`src/rtl/mm_pkg.sv`:
```
// Shared definitions for the N x N matrix multiplier: FSM encoding,
// accumulator width derivation and packed-element index helper.
package mm_pkg;

    typedef enum logic [1:0] {
        ST_IDLE = 2'd0,
        ST_RUN  = 2'd1,
        ST_DONE = 2'd2
    } mm_state_t;

    // Wide enough for the largest exact dot product of N DW-bit products.
    function automatic int acc_width(input int n, input int dw);
        return 2 * dw + $clog2(n);
    endfunction

    // Bit offset of element (r,c) in a row-major flat-packed matrix.
    function automatic int elem_idx(input int r, input int c, input int n, input int dw);
        return (r * n + c) * dw;
    endfunction

endpackage

```
`src/rtl/mm_mac_unit.sv`:
```
// Single multiply-accumulate lane: DW x DW product, exact accumulator and a
// combinational saturate/wrap converter on acc+product.
module mm_mac_unit
    import mm_pkg::*;
#(
    parameter int DW    = 8,
    parameter int ACC_W = 17
) (
    input  logic          clk,
    input  logic          reset,
    input  logic          i_clr,
    input  logic          i_en,
    input  logic [DW-1:0] i_a,
    input  logic [DW-1:0] i_b,
    input  logic          i_sat_en,
    output logic [DW-1:0] o_elem,
    output logic          o_ovf
);

    logic [ACC_W-1:0] r_acc;
    logic [ACC_W-1:0] w_prod;
    logic [ACC_W-1:0] w_sum;
    logic [DW:0]      w_conv;

    // {overflow, element}: out-of-range values clamp or keep their low DW bits.
    function automatic logic [DW:0] convert(input logic [ACC_W-1:0] v, input logic sat);
        logic          big;
        logic [DW-1:0] e;
        big = |v[ACC_W-1:DW];
        e   = (big && sat) ? {DW{1'b1}} : v[DW-1:0];
        return {big, e};
    endfunction

    assign w_prod = ACC_W'(i_a) * ACC_W'(i_b);
    assign w_sum  = r_acc + w_prod;
    assign w_conv = convert(w_sum, i_sat_en);
    assign o_elem = w_conv[DW-1:0];
    assign o_ovf  = w_conv[DW];

    // Accumulator: cleared at job start and after each finished dot product.
    always_ff @(posedge clk) begin
        if (reset) begin
            r_acc <= '0;
        end else if (i_clr) begin
            r_acc <= '0;
        end else if (i_en) begin
            r_acc <= w_sum;
        end
    end

endmodule

```
`src/rtl/matrix_mult_nxn.sv`:
```
// N x N unsigned matrix multiplier C = A x B, one MAC per cycle, driven by a
// start/busy/done handshake with selectable saturate or wrap result mode.
module matrix_mult_nxn
    import mm_pkg::*;
#(
    parameter int N     = 2,
    parameter int DW    = 8,
    parameter int ACC_W = acc_width(N, DW)
) (
    input  logic              clk,
    input  logic              reset,
    input  logic              start,
    input  logic              sat_en,
    input  logic [N*N*DW-1:0] A,
    input  logic [N*N*DW-1:0] B,
    output logic [N*N*DW-1:0] C,
    output logic              busy,
    output logic              done,
    output logic              ovf
);

    localparam int            IW   = $clog2(N);
    localparam int            MW   = N * N * DW;
    localparam logic [IW-1:0] LAST = IW'(N - 1);

    mm_state_t     r_state;
    logic [MW-1:0] r_a;
    logic [MW-1:0] r_b;
    logic [MW-1:0] r_res;
    logic          r_sat;
    logic          r_ovf_job;
    logic [IW-1:0] r_i;
    logic [IW-1:0] r_j;
    logic [IW-1:0] r_k;

    logic          w_run;
    logic          w_accept;
    logic          w_last_k;
    logic          w_final;
    logic          w_clr;
    logic [DW-1:0] w_a_el;
    logic [DW-1:0] w_b_el;
    logic [DW-1:0] w_elem;
    logic          w_elem_ovf;
    logic [MW-1:0] w_res_next;
    logic          w_ovf_next;

    assign w_run    = (r_state == ST_RUN);
    assign w_accept = start && ((r_state == ST_IDLE) || (r_state == ST_DONE));
    assign w_last_k = w_run && (r_k == LAST);
    assign w_final  = w_last_k && (r_i == LAST) && (r_j == LAST);
    assign w_clr    = w_accept || w_last_k;
    assign w_a_el   = r_a[elem_idx(int'(r_i), int'(r_k), N, DW) +: DW];
    assign w_b_el   = r_b[elem_idx(int'(r_k), int'(r_j), N, DW) +: DW];

    mm_mac_unit #(
        .DW    (DW),
        .ACC_W (ACC_W)
    ) u_mac (
        .clk      (clk),
        .reset    (reset),
        .i_clr    (w_clr),
        .i_en     (w_run),
        .i_a      (w_a_el),
        .i_b      (w_b_el),
        .i_sat_en (r_sat),
        .o_elem   (w_elem),
        .o_ovf    (w_elem_ovf)
    );

    // Merge the element finishing this cycle into the internal result image.
    always_comb begin
        w_res_next = r_res;
        w_ovf_next = r_ovf_job;
        if (w_last_k) begin
            w_res_next[elem_idx(int'(r_i), int'(r_j), N, DW) +: DW] = w_elem;
            w_ovf_next = r_ovf_job | w_elem_ovf;
        end
    end

    // Control FSM, i/j/k loop counters, operand latches and output registers.
    always_ff @(posedge clk) begin
        if (reset) begin
            r_state   <= ST_IDLE;
            r_a       <= '0;
            r_b       <= '0;
            r_res     <= '0;
            r_sat     <= 1'b0;
            r_ovf_job <= 1'b0;
            r_i       <= '0;
            r_j       <= '0;
            r_k       <= '0;
            C         <= '0;
            busy      <= 1'b0;
            done      <= 1'b0;
            ovf       <= 1'b0;
        end else begin
            done <= 1'b0;
            case (r_state)
                ST_IDLE, ST_DONE: begin
                    busy    <= 1'b0;
                    r_state <= ST_IDLE;
                    if (start) begin
                        r_a       <= A;
                        r_b       <= B;
                        r_sat     <= sat_en;
                        r_res     <= '0;
                        r_ovf_job <= 1'b0;
                        r_i       <= '0;
                        r_j       <= '0;
                        r_k       <= '0;
                        busy      <= 1'b1;
                        r_state   <= ST_RUN;
                    end
                end
                ST_RUN: begin
                    r_res     <= w_res_next;
                    r_ovf_job <= w_ovf_next;
                    // k innermost, then j, then i; all wrap to 0 after the last MAC.
                    if (r_k == LAST) begin
                        r_k <= '0;
                        if (r_j == LAST) begin
                            r_j <= '0;
                            r_i <= (r_i == LAST) ? '0 : r_i + IW'(1);
                        end else begin
                            r_j <= r_j + IW'(1);
                        end
                    end else begin
                        r_k <= r_k + IW'(1);
                    end
                    if (w_final) begin
                        C       <= w_res_next;
                        ovf     <= w_ovf_next;
                        done    <= 1'b1;
                        busy    <= 1'b0;
                        r_state <= ST_DONE;
                    end
                end
                default: begin
                    r_state <= ST_IDLE;
                    busy    <= 1'b0;
                end
            endcase
        end
    end

endmodule

```
`config.mk`:
```
export PLATFORM = sky130hd
export DESIGN_NAME = matrix_mult_nxn
export DESIGN_NICKNAME = d
export VERILOG_FILES = /design/src/rtl/mm_pkg.sv /design/src/rtl/mm_mac_unit.sv /design/src/rtl/matrix_mult_nxn.sv
export SDC_FILE = /design/constraint.sdc
export NUM_CORES = 1
export LEC_CHECK = 0
export ABC_AREA = 1
export BUFFER_PORTS_ARGS = -buffer_cell sky130_fd_sc_hd__buf_2
export CAP_MARGIN = 20
export CORE_AREA = 5 5 132 134
export CTS_CLUSTER_SIZE = 10
export DETAILED_ROUTE_END_ITERATION = 10
export DIE_AREA = 0 0 137 139
export GPL_TIMING_DRIVEN = 0
export PLACE_DENSITY = 0.84
export SYNTH_ARGS = -nofsm -noshare
export SYNTH_HDL_FRONTEND = slang
export SYNTH_SLANG_ARGS = --single-unit
export TNS_END_PERCENT = 50
```
`constraint.sdc`:
```
create_clock -name clk -period 10.8 [get_ports clk]
set_clock_uncertainty 0.15 [all_clocks]
set_input_delay 1.62 -clock clk [delete_from_list [all_inputs] [get_ports clk]]
set_output_delay 1.62 -clock clk [all_outputs]
set_load 0.03 [all_outputs]
```
### After elaboration in Yosys (flattened, before gate mapping)

Cells that the tools add are included.

* logic and storage cells: 77
* register bits: 155
* output and inout port bits: 35
* input bits: 68

* multipliers: 1
* reduce and logical (&&, ||, !) cells: 18
* mux-type cells: 24
* equal/unequal tests: 6
* add/sub/neg operators: 8
* bitwise gates (word level): 2
* shift-type cells: 4

Operators with widths (count)
* 32-bit two-way mux: 2
* 32-bit one-hot mux with 2 select lines: 1
* 32-bit by 7-bit indexed part select with 8-bit output: 2
* 6-bit negator with 33-bit output: 1
* 8-bit by 33-bit variable shift with 32-bit output, first input constant: 1
* 8-bit by 33-bit indexed part select with 32-bit output: 1
* 32-bit bitwise mux: 1
* 17-bit by 16-bit adder with 17-bit output: 1
* 8-bit by 8-bit multiplier with 16-bit output: 1
* 1-bit two-way mux: 12
* 1-bit one-hot mux with 2 select lines: 5
* 2-bit by 1-bit adder with 3-bit output: 3
* 9-bit OR reduction: 1
* 8-bit two-way mux: 1
* 2-bit != test, second input constant: 3
* 2-bit AND reduction: 3
* 2-bit OR reduction: 3
* 1-bit logical AND: 5
* 2-bit one-hot mux with 2 select lines: 1
* 4-bit AND reduction: 1
* 1-bit adder, second input constant: 3
* 3-bit AND reduction: 1
* 2-bit by 1-bit == test with 1-bit output, second input constant: 1
* 2-bit == test, second input constant: 1
* other kinds (7): 8

### Depth between registers and ports, before layout

* depth in word-level cells: 11
* gate-level depth with buffers: 32
* mapped depth without buffers: 29

### Cells and area by module

From an unflattened synthesis, not the netlist that was laid out.

* cells, all modules: 1420
* area total of the unflattened synthesis: 9663.0 µm²

Modules (own cells, without submodules)
* matrix_mult_nxn: cells an instance 864, sequential area each 2742.6 µm², area an instance 5998.3 µm², instances 1
* mm_mac_unit: cells an instance 556, sequential area each 340.3 µm², area an instance 3664.8 µm², instances 1

### Worst setup path after synthesis

Ideal clock, no wire load.

* path kind: register to register
* start: register r_j
* end: register C[16]
* setup time: 0.115 ns
* slack: 5.102 ns
* required time: 10.535 ns
* path buffers: 3
* stages on the path, launching flop included: 30
* period minus slack after synthesis: 5.698 ns
* data arrival time: 5.433 ns
* cells stage by stage: dfxtp_1 clkbuf_1 inv_1 buf_6 clkbuf_1 nand2_1 a32oi_1 inv_1 nor2_1 fa_1 fa_1 fa_1 inv_1 fa_1 inv_1 ha_1 nand2_1 inv_1 a21oi_1 nand2_1 nand2_1 nand3b_1 nand2_1 nand3_1 o21bai_4 nand2_1 nand2_1 o21ai_0 o21ai_0 inv_1

* word-level cells in the longest chain between the ends: 10
* elaborated cells on any way between the ends: 15
* classes of those cells: add/sub (4); mul (1); shift (3); mux (3); reduce/logical (4)

RTL lines
* from (decl): RTL line matrix_mult_nxn.sv:33 `logic [IW-1:0] r_j;`
* from (signal assigned): RTL line matrix_mult_nxn.sv:126 `r_j <= r_j + IW'(1);`
* 2-bit by 1-bit adder with 3-bit output: RTL line mm_pkg.sv:18 `return (r * n + c) * dw;`
* 32-bit by 7-bit indexed part select with 8-bit output: RTL line matrix_mult_nxn.sv:54 `assign w_b_el = r_b[elem_idx(int'(r_k), int'(r_j), N, DW) +: DW];`
* 8-bit by 8-bit multiplier with 16-bit output: RTL line mm_mac_unit.sv:34 `assign w_prod = ACC_W'(i_a) * ACC_W'(i_b);`
* 17-bit by 16-bit adder with 17-bit output: RTL line mm_mac_unit.sv:35 `assign w_sum = r_acc + w_prod;`
* 9-bit OR reduction: RTL line mm_mac_unit.sv:29 `big = |v[ACC_W-1:DW];`
* 1-bit logical AND: RTL line mm_mac_unit.sv:30 `e = (big && sat) ? {DW{1'b1}} : v[DW-1:0];`
* 8-bit two-way mux: RTL line mm_mac_unit.sv:30
* 8-bit by 33-bit indexed part select with 32-bit output: RTL line matrix_mult_nxn.sv:76 `w_res_next[elem_idx(int'(r_i), int'(r_j), N, DW) +: DW] = w_elem;`
* 32-bit bitwise mux: RTL line matrix_mult_nxn.sv:76
* 32-bit two-way mux: RTL line matrix_mult_nxn.sv:75 `if (w_last_k) begin`
* to (signal assigned): RTL line matrix_mult_nxn.sv:132 `C <= w_res_next;`
* to (decl): RTL line matrix_mult_nxn.sv:16 `output logic [N*N*DW-1:0] C,`

Parallel ways exist; a longest one is shown, timed or not.
A chain may end at the register's enable or synchronous reset.

### Final worst setup path

* start: register r_j
* end: register C[28]

Same word-level chain as after synthesis.

==> reports/metrics.yaml <==
final_layout:
  layout-drive-gt1-share_pct: 10.2
  syn_to_final_growth_pct: 15.1
  antennaDiodeCount: 0
  final_cells: 1687
  final_cell_mix: "nand2_1, nor2_1, inv_1"
  final_nets: 1615
  mostFrequentLayoutCell: "nand2_1"
clock_tree:
  cts_resized: 0
  clk_pin_slew_ps: 70
  postCtsSetupBuffers: 0
  cts_root_buffer: "clkbuf_16"
  cts_sinks: 154
  cts_tree: "done"
  cts_buffers: 17
  clk_path_buf_depth: 2
  h-tree-depth: 4
  holdBufCountCts: 0
  insertion_delay_ps: 440
setup_path:
  worstPathRequired_ps: 10980
  crit_slowest_cell: "fa_1"
  crit_arrival_ps: 7390
  worstSetupPathType: "register to register"
  critPathLaunchType: "register"
  worstSetupEndpointType: "register"
  slowest_delay_ps: 560
  cp_max_fo: 12
floorplanning:
  rows: 47
  die_area_um2: 19000
  io_pins: 103
  die_y_um: 139
  core-area_um2: 16200
  start_util_pct: 57.2
  die_w_um: 137
drt:
  via_per_inst: 5.25
  wl_mm: 24.1
  vias: 8853
  first_pass_iters: 8
  route.detailed.drc: 0
  wl_per_cell_um: 14.3
  drtAntennaViolNets: 0
  drt-initial-drc-count: 724
flow_run:
  drv_cap: 0
sta:
  report.final.slew_viol_count: 0
  worst_pin_slew_ps: 833
  hold_violations: 0
  max_freq_mhz: 139
  period_needed_ps: 7210
  setup_ws_ps: 3590
  rsz0062_at_grt: "no"
  finalCritPeriodShare_pct: 66.8
  max_slew_margin_pct: 44.5
  setup_viol: 0
  fin_tns_setup_ps: 0
global_route:
  grt_pass1_vias: 8500
  grt.overflow.total: 0
  grt_pass1_wl_mm: 39.3
  antenna_found_initial: 0
  gr-usage-all-layers_pct: 25.5
  grt_max_degree: 17
power_and_ir_drop:
  p_per_area_nw_per_um2: 157
  power.leakage_uw: 0.00537
  peakVddDrop_mv: 0.141
synthesis:
  syn_area_per_cell_um2: 6.93
  ys_types: 34
  synth_sequential_area_ratio_pct: 33.4
  netlist_area_um2: 9240
  yosys_warnings: 0
  synth_cells: 1334
  ys_ff_latch: 154
  synth_nets: 1495
place:
  portBuffers: 101
  gp_congestion: 0.985
  place_inst: 1655
  hpwl_mm: 18.1
  dp_slack_ps: 3830
min_path:
  holdCritPathClass: "register to register"
status:
  outcome: "completed"
[path summary, 6_finish.rpt]
path,endpoint,slack (ps),startpoint,depth (start not counted)
max,C[28]$_SDFFE_PP0P_,3590,r_j$_SDFFE_PP0P_,29
min,r_res[9]$_SDFFE_PP0P_,310,r_res[9]$_SDFFE_PP0P_,2
max reg2reg,C[28]$_SDFFE_PP0P_,3590,r_j$_SDFFE_PP0P_,29
min reg2reg,r_res[9]$_SDFFE_PP0P_,310,r_res[9]$_SDFFE_PP0P_,2
[registers in the layout, indices dropped and copies added, names as in the netlist]
name,count
C,32
ovf,1
r_ovf_job,1
r_b,32
r_j,1
r_k,1
r_sat,1
r_state,2
r_res,32
r_i,1
r_a,32
u_mac.r_acc,17
done,1
[cells by family (layout without fill, tap and decap cells)]
family | count (synthesis) | count (layout) | share of synthesized area (%)
buffers and inverters | 264 | 397 | 11.1
adders and majority gates | 93 | 93 | 16.7
xor gates and xnor gates | 5 | 5 | 0.474
and+or+nand+nor | 611 | 611 | 26.1
DFF | 154 | 154 | 33.4
AOI/OAI and AO/OA | 207 | 207 | 12.3
[synthesized netlist by cell type (all sizes together)]
| library cell | number | share of area, % |
|---|---|---|
| a211o | 5 | 0.49 |
| o21ai | 111 | 6.0 |
| nor3 | 2 | 0.11 |
| fa | 50 | 11 |
| nand3b | 4 | 0.32 |
| o21bai | 1 | 0.20 |
| inv | 201 | 8.3 |
| nor2 | 249 | 10 |
| a32oi | 16 | 1.5 |
| clkbuf | 44 | 1.8 |
| nand2 | 320 | 13 |
| a211oi | 2 | 0.16 |
| nor4 | 1 | 0.23 |
| and2 | 2 | 0.14 |
| ha | 43 | 5.8 |
| dfxtp | 154 | 33 |
| xor2 | 5 | 0.47 |
| buf | 16 | 0.88 |
| a31oi | 1 | 0.068 |
| o211ai | 1 | 0.081 |
| nand3 | 14 | 0.81 |
| a21boi | 1 | 0.081 |
| nand4 | 19 | 1.3 |
| a21oi | 69 | 3.7 |
| clkinv | 3 | 0.12 |
[stage by stage]
step                      total power, µW  util, %  area, µm²  hold slack [ps]
after detailed placement             1030     62.0      10000              306
after global placement               1010     62.0      10000              300
after CTS                            1660     65.8      10600              316
final                                1670     65.8      10600              314
after global routing                 1750     65.8      10600              336
after floorplan                       912        -       9240              280
[power breakdown]
part | switching (µW) | leakage [µW] | total (µW) | internal (µW)
sequential | 13.8 | 0.00126 | 607 | 594
clock | 265 | 0.000296 | 635 | 369
combinational | 289 | 0.00382 | 424 | 134
total | 568 | 0.00537 | 1670 | 1100
[layout make-up]
class	count	area, µm²
fill	1377	5540
sequential	154	3080
timing repair buffer	101	505
inverter	204	778
multi-input combinational	916	5130
tap	220	275
clock buffer	18	429
buffer	60	246
clock inverter	14	181
[critical path, delay by kind of cell, from the launching register on]
family / cells / cell delay (ps)
DFF: 1 / 330
buffers and inverters: 9 / 1460
AOI/OAI and AO/OA: 4 / 1190
and+or+nand+nor: 11 / 1500
adders and majority gates: 5 / 2460
[routing by layer]
metal	track usage, %	up-vias	routed length (µm)
li1	-	4373	-
met1	31.9	4060	10100
met2	42.9	353	11600
met4	11.2	0	905
met3	4.21	67	1560
met5	0	-	0
No activity file was read; power rests on OpenSTA's default activity.
